$ cat src/rtl/mdu_pkg.sv
// mdu_pkg -- shared encoding header for the execute stage.
//   ALU op codes (used by the ALU, listed here to keep the encodings together)
//   MDOp codes consumed by the multiply/divide unit (mdu)
//   mag32: operand magnitude helper used when latching operands
package mdu_pkg;

   // ALU operation codes
   localparam logic [3:0] ALU_ADD  = 4'd0;
   localparam logic [3:0] ALU_SUB  = 4'd1;
   localparam logic [3:0] ALU_AND  = 4'd2;
   localparam logic [3:0] ALU_OR   = 4'd3;
   localparam logic [3:0] ALU_XOR  = 4'd4;
   localparam logic [3:0] ALU_NOR  = 4'd5;
   localparam logic [3:0] ALU_SLT  = 4'd6;
   localparam logic [3:0] ALU_SLTU = 4'd7;
   localparam logic [3:0] ALU_SLL  = 4'd8;
   localparam logic [3:0] ALU_SRL  = 4'd9;
   localparam logic [3:0] ALU_SRA  = 4'd10;
   localparam logic [3:0] ALU_LUI  = 4'd11;

   // Multiply/divide operation codes; 3'd7 is unassigned and decodes as NOP
   localparam logic [2:0] MD_NOP   = 3'd0;
   localparam logic [2:0] MD_MULT  = 3'd1;
   localparam logic [2:0] MD_MULTU = 3'd2;
   localparam logic [2:0] MD_DIV   = 3'd3;
   localparam logic [2:0] MD_DIVU  = 3'd4;
   localparam logic [2:0] MD_MTHI  = 3'd5;
   localparam logic [2:0] MD_MTLO  = 3'd6;

   // Magnitude of a 32-bit operand. For signed ops a negative value is
   // negated; 32'h80000000 negates to itself, which read as unsigned is
   // exactly 2^31, so no extra bit is needed.
   function automatic logic [31:0] mag32(input logic [31:0] v, input logic is_signed);
      return (is_signed && v[31]) ? (~v + 32'd1) : v;
   endfunction

endpackage

$ cat src/rtl/mdu_if.sv
// mdu_if -- request/result bundle between the issue logic and the mdu.
//   start, MDOp, A, B : request, sampled on the rising clk edge
//   busy, done, HI, LO : status and architectural HI/LO
//
// Handshake: a request is taken when start=1 at a rising edge while busy=0
// and the unit is idle; start while busy=1 is dropped, never queued. done is
// a one-cycle pulse marking the cycle in which HI/LO first show a
// multiply/divide result. MTHI/MTLO complete at the accepting edge with no
// busy and no done.
interface mdu_if;
   logic               start;
   logic [2:0]         MDOp;
   logic signed [31:0] A;
   logic signed [31:0] B;
   logic               busy;
   logic               done;
   logic [31:0]        HI;
   logic [31:0]        LO;

   modport master (output start, MDOp, A, B, input busy, done, HI, LO);
   modport slave  (input start, MDOp, A, B, output busy, done, HI, LO);
endinterface

$ cat src/rtl/mdu.sv
// mdu -- iterative multiply/divide unit with architectural HI/LO.
//   clk       : clock, rising edge
//   rstn      : asynchronous active-low reset
//   md        : mdu_if.slave (start, MDOp, A, B in; busy, done, HI, LO out)
//   state_dbg : current FSM state (IDLE=0, CALC=1, FIX=2)
// MULT/MULTU run radix-2 shift-add, DIV/DIVU run restoring division, one bit
// per cycle for 32 cycles in CALC, then signs are applied in FIX.
module mdu
   import mdu_pkg::*;
(
   input  logic       clk,
   input  logic       rstn,
   mdu_if.slave       md,
   output logic [1:0] state_dbg
);

   localparam logic [1:0] S_IDLE = 2'd0;
   localparam logic [1:0] S_CALC = 2'd1;
   localparam logic [1:0] S_FIX  = 2'd2;

   logic [1:0]  state;
   logic [5:0]  cnt;
   logic [31:0] mag_a;
   logic [31:0] mag_b;
   logic [63:0] acc;
   logic        is_div;
   logic        neg_q;      // product / quotient sign
   logic        neg_r;      // sign of A (remainder sign)
   logic        b_zero;
   logic [31:0] hi_q;
   logic [31:0] lo_q;
   logic        done_q;

   // request decode
   logic op_mul, op_div, op_signed, accept;
   assign op_mul    = (md.MDOp == MD_MULT) || (md.MDOp == MD_MULTU);
   assign op_div    = (md.MDOp == MD_DIV)  || (md.MDOp == MD_DIVU);
   assign op_signed = (md.MDOp == MD_MULT) || (md.MDOp == MD_DIV);
   assign accept    = (state == S_IDLE) && md.start;

   // Shared 64-bit working register acc.
   // Multiply: acc = {partial high, remaining multiplier bits}; add the
   // multiplicand into the top when the low bit is set, then shift right.
   // Divide: acc = {partial remainder, dividend/quotient bits}; shift left
   // by one into a 33-bit trial remainder and keep the subtract if it does
   // not go negative.
   logic [32:0] mul_sum;
   logic [32:0] div_r;
   logic [32:0] div_diff;
   logic [63:0] acc_next;

   always_comb begin
      mul_sum  = {1'b0, acc[63:32]} + (acc[0] ? {1'b0, mag_b} : 33'd0);
      div_r    = {acc[63:32], acc[31]};
      div_diff = div_r - {1'b0, mag_b};
      if (is_div) begin
         if (div_diff[32])
            acc_next = {div_r[31:0], acc[30:0], 1'b0};
         else
            acc_next = {div_diff[31:0], acc[30:0], 1'b1};
      end else begin
         acc_next = {mul_sum, acc[31:1]};
      end
   end

   // Sign fix-up for the FIX cycle
   logic [63:0] prod_s;
   logic [31:0] quot_s;
   logic [31:0] rem_s;
   logic [31:0] a_orig;

   always_comb begin
      prod_s = neg_q ? (~acc + 64'd1) : acc;
      quot_s = neg_q ? (~acc[31:0] + 32'd1) : acc[31:0];
      rem_s  = neg_r ? (~acc[63:32] + 32'd1) : acc[63:32];
      // A rebuilt from its magnitude and sign, for the divide-by-zero result
      a_orig = neg_r ? (~mag_a + 32'd1) : mag_a;
   end

   always_ff @(posedge clk or negedge rstn) begin
      if (!rstn) begin
         state  <= S_IDLE;
         cnt    <= 6'd0;
         mag_a  <= 32'd0;
         mag_b  <= 32'd0;
         acc    <= 64'd0;
         is_div <= 1'b0;
         neg_q  <= 1'b0;
         neg_r  <= 1'b0;
         b_zero <= 1'b0;
         hi_q   <= 32'd0;
         lo_q   <= 32'd0;
         done_q <= 1'b0;
      end else begin
         done_q <= 1'b0;
         case (state)
            S_IDLE: begin
               if (accept) begin
                  if (op_mul || op_div) begin
                     state  <= S_CALC;
                     cnt    <= 6'd0;
                     mag_a  <= mag32(md.A, op_signed);
                     mag_b  <= mag32(md.B, op_signed);
                     acc    <= {32'd0, mag32(md.A, op_signed)};
                     is_div <= op_div;
                     neg_q  <= op_signed && (md.A[31] ^ md.B[31]);
                     neg_r  <= op_signed && md.A[31];
                     b_zero <= (md.B == 32'sd0);
                  end else if (md.MDOp == MD_MTHI) begin
                     hi_q <= md.A;
                  end else if (md.MDOp == MD_MTLO) begin
                     lo_q <= md.A;
                  end
               end
            end
            S_CALC: begin
               acc <= acc_next;
               if (cnt == 6'd31) begin
                  state <= S_FIX;
                  cnt   <= 6'd0;
               end else begin
                  cnt <= cnt + 6'd1;
               end
            end
            S_FIX: begin
               state  <= S_IDLE;
               done_q <= 1'b1;
               if (!is_div) begin
                  hi_q <= prod_s[63:32];
                  lo_q <= prod_s[31:0];
               end else if (b_zero) begin
                  hi_q <= a_orig;
                  lo_q <= 32'hFFFF_FFFF;
               end else begin
                  hi_q <= rem_s;
                  lo_q <= quot_s;
               end
            end
            default: state <= S_IDLE;
         endcase
      end
   end

   assign md.busy   = (state == S_CALC) || (state == S_FIX);
   assign md.done   = done_q;
   assign md.HI     = hi_q;
   assign md.LO     = lo_q;
   assign state_dbg = state;

endmodule

$ cat src/flat_wrapper.sv
// flat-port wrapper written by rule: the top's interface ports become plain ports
module mdu_flat import mdu_pkg::*;
  (clk, rstn, state_dbg, md_start, md_MDOp, md_A, md_B, md_busy, md_done, md_HI, md_LO);
  mdu_if md_i ();
  input  logic clk;
  input  logic rstn;
  output logic [1:0] state_dbg;
  input wire logic [$bits(md_i.start)-1:0] md_start;
  input wire logic [$bits(md_i.MDOp)-1:0] md_MDOp;
  input wire logic [$bits(md_i.A)-1:0] md_A;
  input wire logic [$bits(md_i.B)-1:0] md_B;
  output wire logic [$bits(md_i.busy)-1:0] md_busy;
  output wire logic [$bits(md_i.done)-1:0] md_done;
  output wire logic [$bits(md_i.HI)-1:0] md_HI;
  output wire logic [$bits(md_i.LO)-1:0] md_LO;
  assign md_i.start = md_start;
  assign md_i.MDOp = md_MDOp;
  assign md_i.A = md_A;
  assign md_i.B = md_B;
  assign md_busy = md_i.busy;
  assign md_done = md_i.done;
  assign md_HI = md_i.HI;
  assign md_LO = md_i.LO;
  mdu u_core (.clk(clk), .rstn(rstn), .md(md_i), .state_dbg(state_dbg));
endmodule
$ cat config.mk
export PLATFORM = sky130hd
export DESIGN_NAME = mdu_flat
export DESIGN_NICKNAME = d
export VERILOG_FILES = /design/src/rtl/mdu_pkg.sv /design/src/rtl/mdu_if.sv /design/src/rtl/mdu.sv /design/src/flat_wrapper.sv
export SDC_FILE = /design/constraint.sdc
export NUM_CORES = 1
export LEC_CHECK = 0
export CAP_MARGIN = 15
export CORE_MARGIN = 8
export CORE_UTILIZATION = 54
export DETAILED_ROUTE_END_ITERATION = 8
export GPL_ROUTABILITY_DRIVEN = 0
export GPL_TIMING_DRIVEN = 0
export PLACE_DENSITY = 0.78
export SYNTH_ARGS = -nofsm -noshare
export SYNTH_HDL_FRONTEND = slang
export SYNTH_SLANG_ARGS = --single-unit
$ cat constraint.sdc
create_clock -name clk -period 3.5 [get_ports clk]
set_clock_uncertainty 0.15 [all_clocks]
set_input_delay 0.7 -clock clk [delete_from_list [all_inputs] [get_ports clk]]
set_output_delay 0.7 -clock clk [all_outputs]
set_load 0.05 [all_outputs]
Word-level counts from Yosys, hierarchy flattened
Index checks and enable logic that the tools add are counted.

cells by class
  multiplexer cells = 34
  equal/unequal tests = 16
  reduce and logical (&&, ||, !) cells = 18
  bitwise logic cells = 7
  $add $sub $neg = 9

operator list
  cell                   count
  $mux 32                17
  $mux 64                5
  $add 32x1->32 const B  5
  $not 32->32            5
  $pmux 32 s2            2
  $pmux 64 s2            1
  $add 64x1->64 const B  1
  $not 64->64            1
  $add 32x33->33         1
  $sub 33x32->33         1
  $logic_not 32->1       1
  $mux 6                 3
  $pmux 6 s2             1
  $ne 2x2->1 const B     5
  $eq 3x3->1 const B     3
  $reduce_and 3->1       3
  $add 6x1->6 const B    1
  $eq 3x2->1 const B     2
  $eq 6x5->1 const B     1
  $mux 2                 3
  $logic_or 1x1->1       5
  $reduce_and 5->1       1
  $logic_and 1x1->1      4
  $ne 2x1->1 const B     2
  9 further kinds        10

word-level totals
  register bits = 205
  word-level logic and storage cells = 96

Depth between registers and ports, before layout
  depth in word-level cells = 7
  depth in mapped cells = 14
  gate-level depth less buffers = 13

Worst setup path after synthesis
No wires, ideal clock.

  kind = register to register
  start = register u_core.acc[33]
  end = register u_core.hi_q[28] (netlist: u_core.md.HI[28])
  data arrival time = 3.359 ns
  cell stages (with the launch flop) = 14
  setup slack = -0.074 ns
  library setup time = 0.065 ns
  period minus slack after synthesis = 3.574 ns
  required time = 3.285 ns
  cells stage by stage = dfrtp_1 > inv_1 > ha_1 > or3b_2 > or4_4 > or2_1 > clkbuf_1 > or4_1 > buf_2 > o41ai_2 > xnor2_1 > nor2_1 > a2111oi_0 > a21o_1

between the ends
  word-level cells in the longest chain between the ends = 6
  elaborated cells on any way between the ends = 9

RTL lines
  element                 line        source
  start, declared         mdu.sv:25   logic [63:0] acc;
  start signal, assigned  mdu.sv:104  acc <= {32'd0, mag32(md.A, op_signed)};
  start signal, assigned  mdu.sv:117  acc <= acc_next;
  $not 32->32             mdu.sv:75   rem_s = neg_r ? (~acc[63:32] + 32'd1) : acc[63:32];
  $add 32x1->32           mdu.sv:75
  $mux 32                 mdu.sv:75
  $mux 32                 mdu.sv:131  end else if (b_zero) begin
  $mux 32 *               mdu.sv:128  if (!is_div) begin
  $pmux 32 s2 *           mdu.sv:96   case (state)
  end signal, assigned    mdu.sv:129  hi_q <= prod_s[63:32];
  end signal, assigned    mdu.sv:132  hi_q <= a_orig;
  end signal, assigned    mdu.sv:135  hi_q <= rem_s;
  end, declared           mdu.sv:30   logic [31:0] hi_q;

Mark *: on every way between the ends. The rest lies on a longest branch, timed or not.
A chain may end at the register's enable or synchronous reset.

Worst setup path after layout
  start = register u_core.is_div
  end = register u_core.hi_q[10] (netlist: u_core.md.HI[10])

between the ends
  word-level cells in the longest chain between the ends = 2

RTL lines
  element                 line        source
  start, declared         mdu.sv:26   logic is_div;
  start signal, assigned  mdu.sv:105  is_div <= op_div;
  $mux 32                 mdu.sv:128
  $pmux 32 s2             mdu.sv:96

Every way passes these cells.

==> impl_results.md <==
- Violated checks: negative setup slack
- Number of I/O pins: 138
- Max Cap Viol: 0
- Clock transition at path regs: 70 ps
- Sequential fraction of the synthesis area: 0.2983
- Synth cell types: 75
- Place WS: -1694 ps
- Period utilization: 1.053
- CP required: between 3000 and 4000 ps
- Number of global-route vias before repair: ~18k
- Design Area, Final: 20820 um^2
- Diodes inserted: 0
- Crit Path Category: flop to flop
- # H-tree levels: 1
- Syn_nets: 2322
- Main area contributors after synthesis: dfrtp_1 (30%), o21ai_0 (7.6%), xnor2_1 (6.8%), nand2_1 (6.1%), ha_1 (5.3%)
- Initial Util: 0.5465
- Clock insertion delay at the later pin of the skew report: about 540 ps
- Layout Nets: roughly 2.5k
- Drt pass-1 iters: 7
- Buf/Inv on CP: 4
- Hold Crit Class: input pin to async pin
- Final wirelength: 66370 um
- Post-Syn Instances: 2177
- Routed via count: 18.70k
- Dpl hpwl: 48430 um
- Final TNS setup: -782.5 ps
- Initial antenna violation count: 1
- Die Ht: approximately 190 um
- Pwr Total: 22.88 mW
- Post-Syn Area: 17200 um^2
- Status: complete, but fails checks
- GRT Overall Usage: 0.3325
- DIE AREA: between 30000 and 40000 um^2
- Crit start category: flop
- Fraction of layout cells with a size suffix above 1: 0.1017
- Final WS setup: -184.8 ps
- Achievable Freq: 0.2714 GHz
- Total clock buffers created by CTS: 23
- TritonCTS clock tree: yes
- Post-synth EDFFs: 0
- Mapped Avg Cell Area: 7.900 um^2
- Worst path top cell family by delay: buffers and inverters
- Post-route ant nets: 0
- Worst vdd ir: ~0.00054 V
- Yosys warns: 0
- IO Port Bufs: 135
- Slew HR: 0.2414
- CP Cell Sequence: clkbuf_1, clkbuf_1, buf_1, clkbuf_1, o21ai_0, a21oi_1
- Cts hold-fix bufs: 0
- Placed cell areas: 19090 um^2
- Core Region: 31470 um^2
- Root Buffer: clkbuf_16
- First-pass GRT wire length: 100800 um
- Main flop type after synthesis: dfrtp_1
- Grt ovf: 0
- Worst path slowest cell: clkbuf_1
- Number of placed instances, taps included: 2716
- Finished Layout Cells: 2782
- Clock sinks: around 200
- First DRT Iteration DRCs: 2241
- Final min period: approximately 3700 ps
- WL/cell: between 20 and 25 um
- Synth area leader: dfrtp_1
- Leak: between 8 and 9 nW
- Hold slack: between 0.1 and 0.15 ps
- Fraction of registers with async set/reset: 1.000
- DRC: 0
- Final Core Density: 0.6614
- Routed vias/inst: a little under 7
- Largest net degree at the start of global routing: 110
- Setup-failing EPs final: 13
- Kind of capture point of the worst setup path: flop
- PD cells: ~1100 nW/um^2
- Slew Limit Fails: 0
- Crit path DAT: ~4000 ps
- Std-Cell Rows: 65
- Worst Tran Pin Value: 1138 ps
- Crit Path Max Fanout: 10
- Synth Register Bits: 205
- Die Wd: 194.5 um
- Longest Clk Path Bufs: 3
- Final hold vios: 0
- Share of the synthesized area in the top cell type: 0.2983
- Layout area overhead: 21.03%
- Unrepaired setup endpoints after global routing: yes
- Crit path largest cell delay: 780 ps
- Worst path most repeated cell: clkbuf_1
## sequential cells by signal (all words and copies together) (netlist names)
register / count
u_core.acc: 64
u_core.md.LO: 32
u_core.neg_r: 1
u_core.neg_q: 1
u_core.mag_a: 32
u_core.md.HI: 32
u_core.md.done: 1
u_core.b_zero: 1
u_core.is_div: 1
u_core.mag_b: 32
u_core.cnt: 6
u_core.state_dbg: 2
## routing by layer
| layer | part of all wire | global-route usage | wire (um) | vias to the layer above |
|---|---|---|---|---|
| met5 | 0 | 0.003963 | 0 | - |
| met4 | 0.089 | 0.2506 | 5892 | 0 |
| met3 | 0.12 | 0.08758 | 8145 | 388 |
| met2 | 0.43 | 0.5198 | 28640 | 1392 |
| met1 | 0.36 | 0.3881 | 23690 | 8682 |
| li1 | - | - | - | 8234 |
## report_power, final
| group | leakage, nW | internal, mW | switching (mW) |
|---|---|---|---|
| sequential | 2.56 | 3.46 | 1.18 |
| combinational | 5.58 | 5.69 | 9.91 |
| clock | 0.392 | 1.55 | 1.09 |
| total | 8.53 | 10.7 | 12.2 |
## cells in the final DEF (no fill, tap or decap), drive strengths merged, types with 18 or more instances in the layout
cell	netlist	layout
a21o	49	49
clkbuf	136	152
nand3	26	26
o211ai	26	26
or3	22	22
a211oi	52	52
xor2	98	98
inv	73	74
o31ai	42	42
nor2	132	132
o41ai	22	22
ha	73	73
a22oi	20	20
nand2	281	281
clkdlybuf4s50	0	134
mux2i	32	32
nor3	34	34
xnor2	134	134
nor2b	29	29
buf	15	58
o21ai	265	265
and3	19	19
dfrtp	205	205
or4	20	20
nand2b	18	18
nor4	19	19
o22ai	30	30
a21oi	123	123
## worst register-to-register path: cells and delay by family, from the launching register on
family | cells | cell delay, ps
buffers and inverters | 4 | 2590
AOI/OAI and AO/OA | 2 | 510
DFF | 1 | 360
## cells by family after synthesis
group           share of synthesized area
xor+xnor                           0.1181
buf+inv                           0.04954
compound gates                     0.2708
fa+ha+maj                         0.05543
simple gates                       0.1793
mux                               0.02844
flops                              0.2983
## Yosys cell counts (34+ instances only)
cell      instances
a211oi_1         52
a21o_1           49
a21oi_1         123
clkbuf_1        136
dfrtp_1         205
ha_1             73
inv_1            72
nand2_1         281
nor2_1          132
nor3_1           34
o21ai_0         261
o31ai_1          42
xnor2_1         134
xor2_1           98
## worst paths after layout
| kind | start | endpoint | slack, ps | cells past startpoint |
|---|---|---|---|---|
| setup / recovery | u_core.is_div | u_core.md.HI[10] | -180 | 6 |
| hold / removal | rstn | u_core.md.LO[1] | 0.1 | 1 |
| setup reg to reg | u_core.is_div | u_core.md.HI[10] | -180 | 6 |
| hold reg to reg | u_core.md.LO[14] | u_core.md.LO[14] | 330 | 2 |
| max in group asynchronous | rstn | u_core.acc[44] | 2160 | 2 |
| min in group clk | u_core.md.LO[14] | u_core.md.LO[14] | 330 | 2 |
## final cells by class
cell class / instances / area, um^2
sequential: 205 / 5140
buffer: 137 / 591.8
timing repair buffer: 176 / 1684
inverter: 73 / 279.0
fill: 2608 / 10660
multi-input combinational: 1748 / 11820
tap: 402 / 503.0
clock inverter: 10 / 133.9
clock buffer: 31 / 665.6
## timing repair
action | in CTS | in global routing
pin swaps | 12 | 16
endpoints found under the hold margin | 0 | 0
gates cloned | 0 | 0
gates resized for setup | 88 | 111
setup buffers | 18 | 21
endpoints found under the setup margin | 88 | 98
Note: power is estimated with default switching activity, not from simulation.
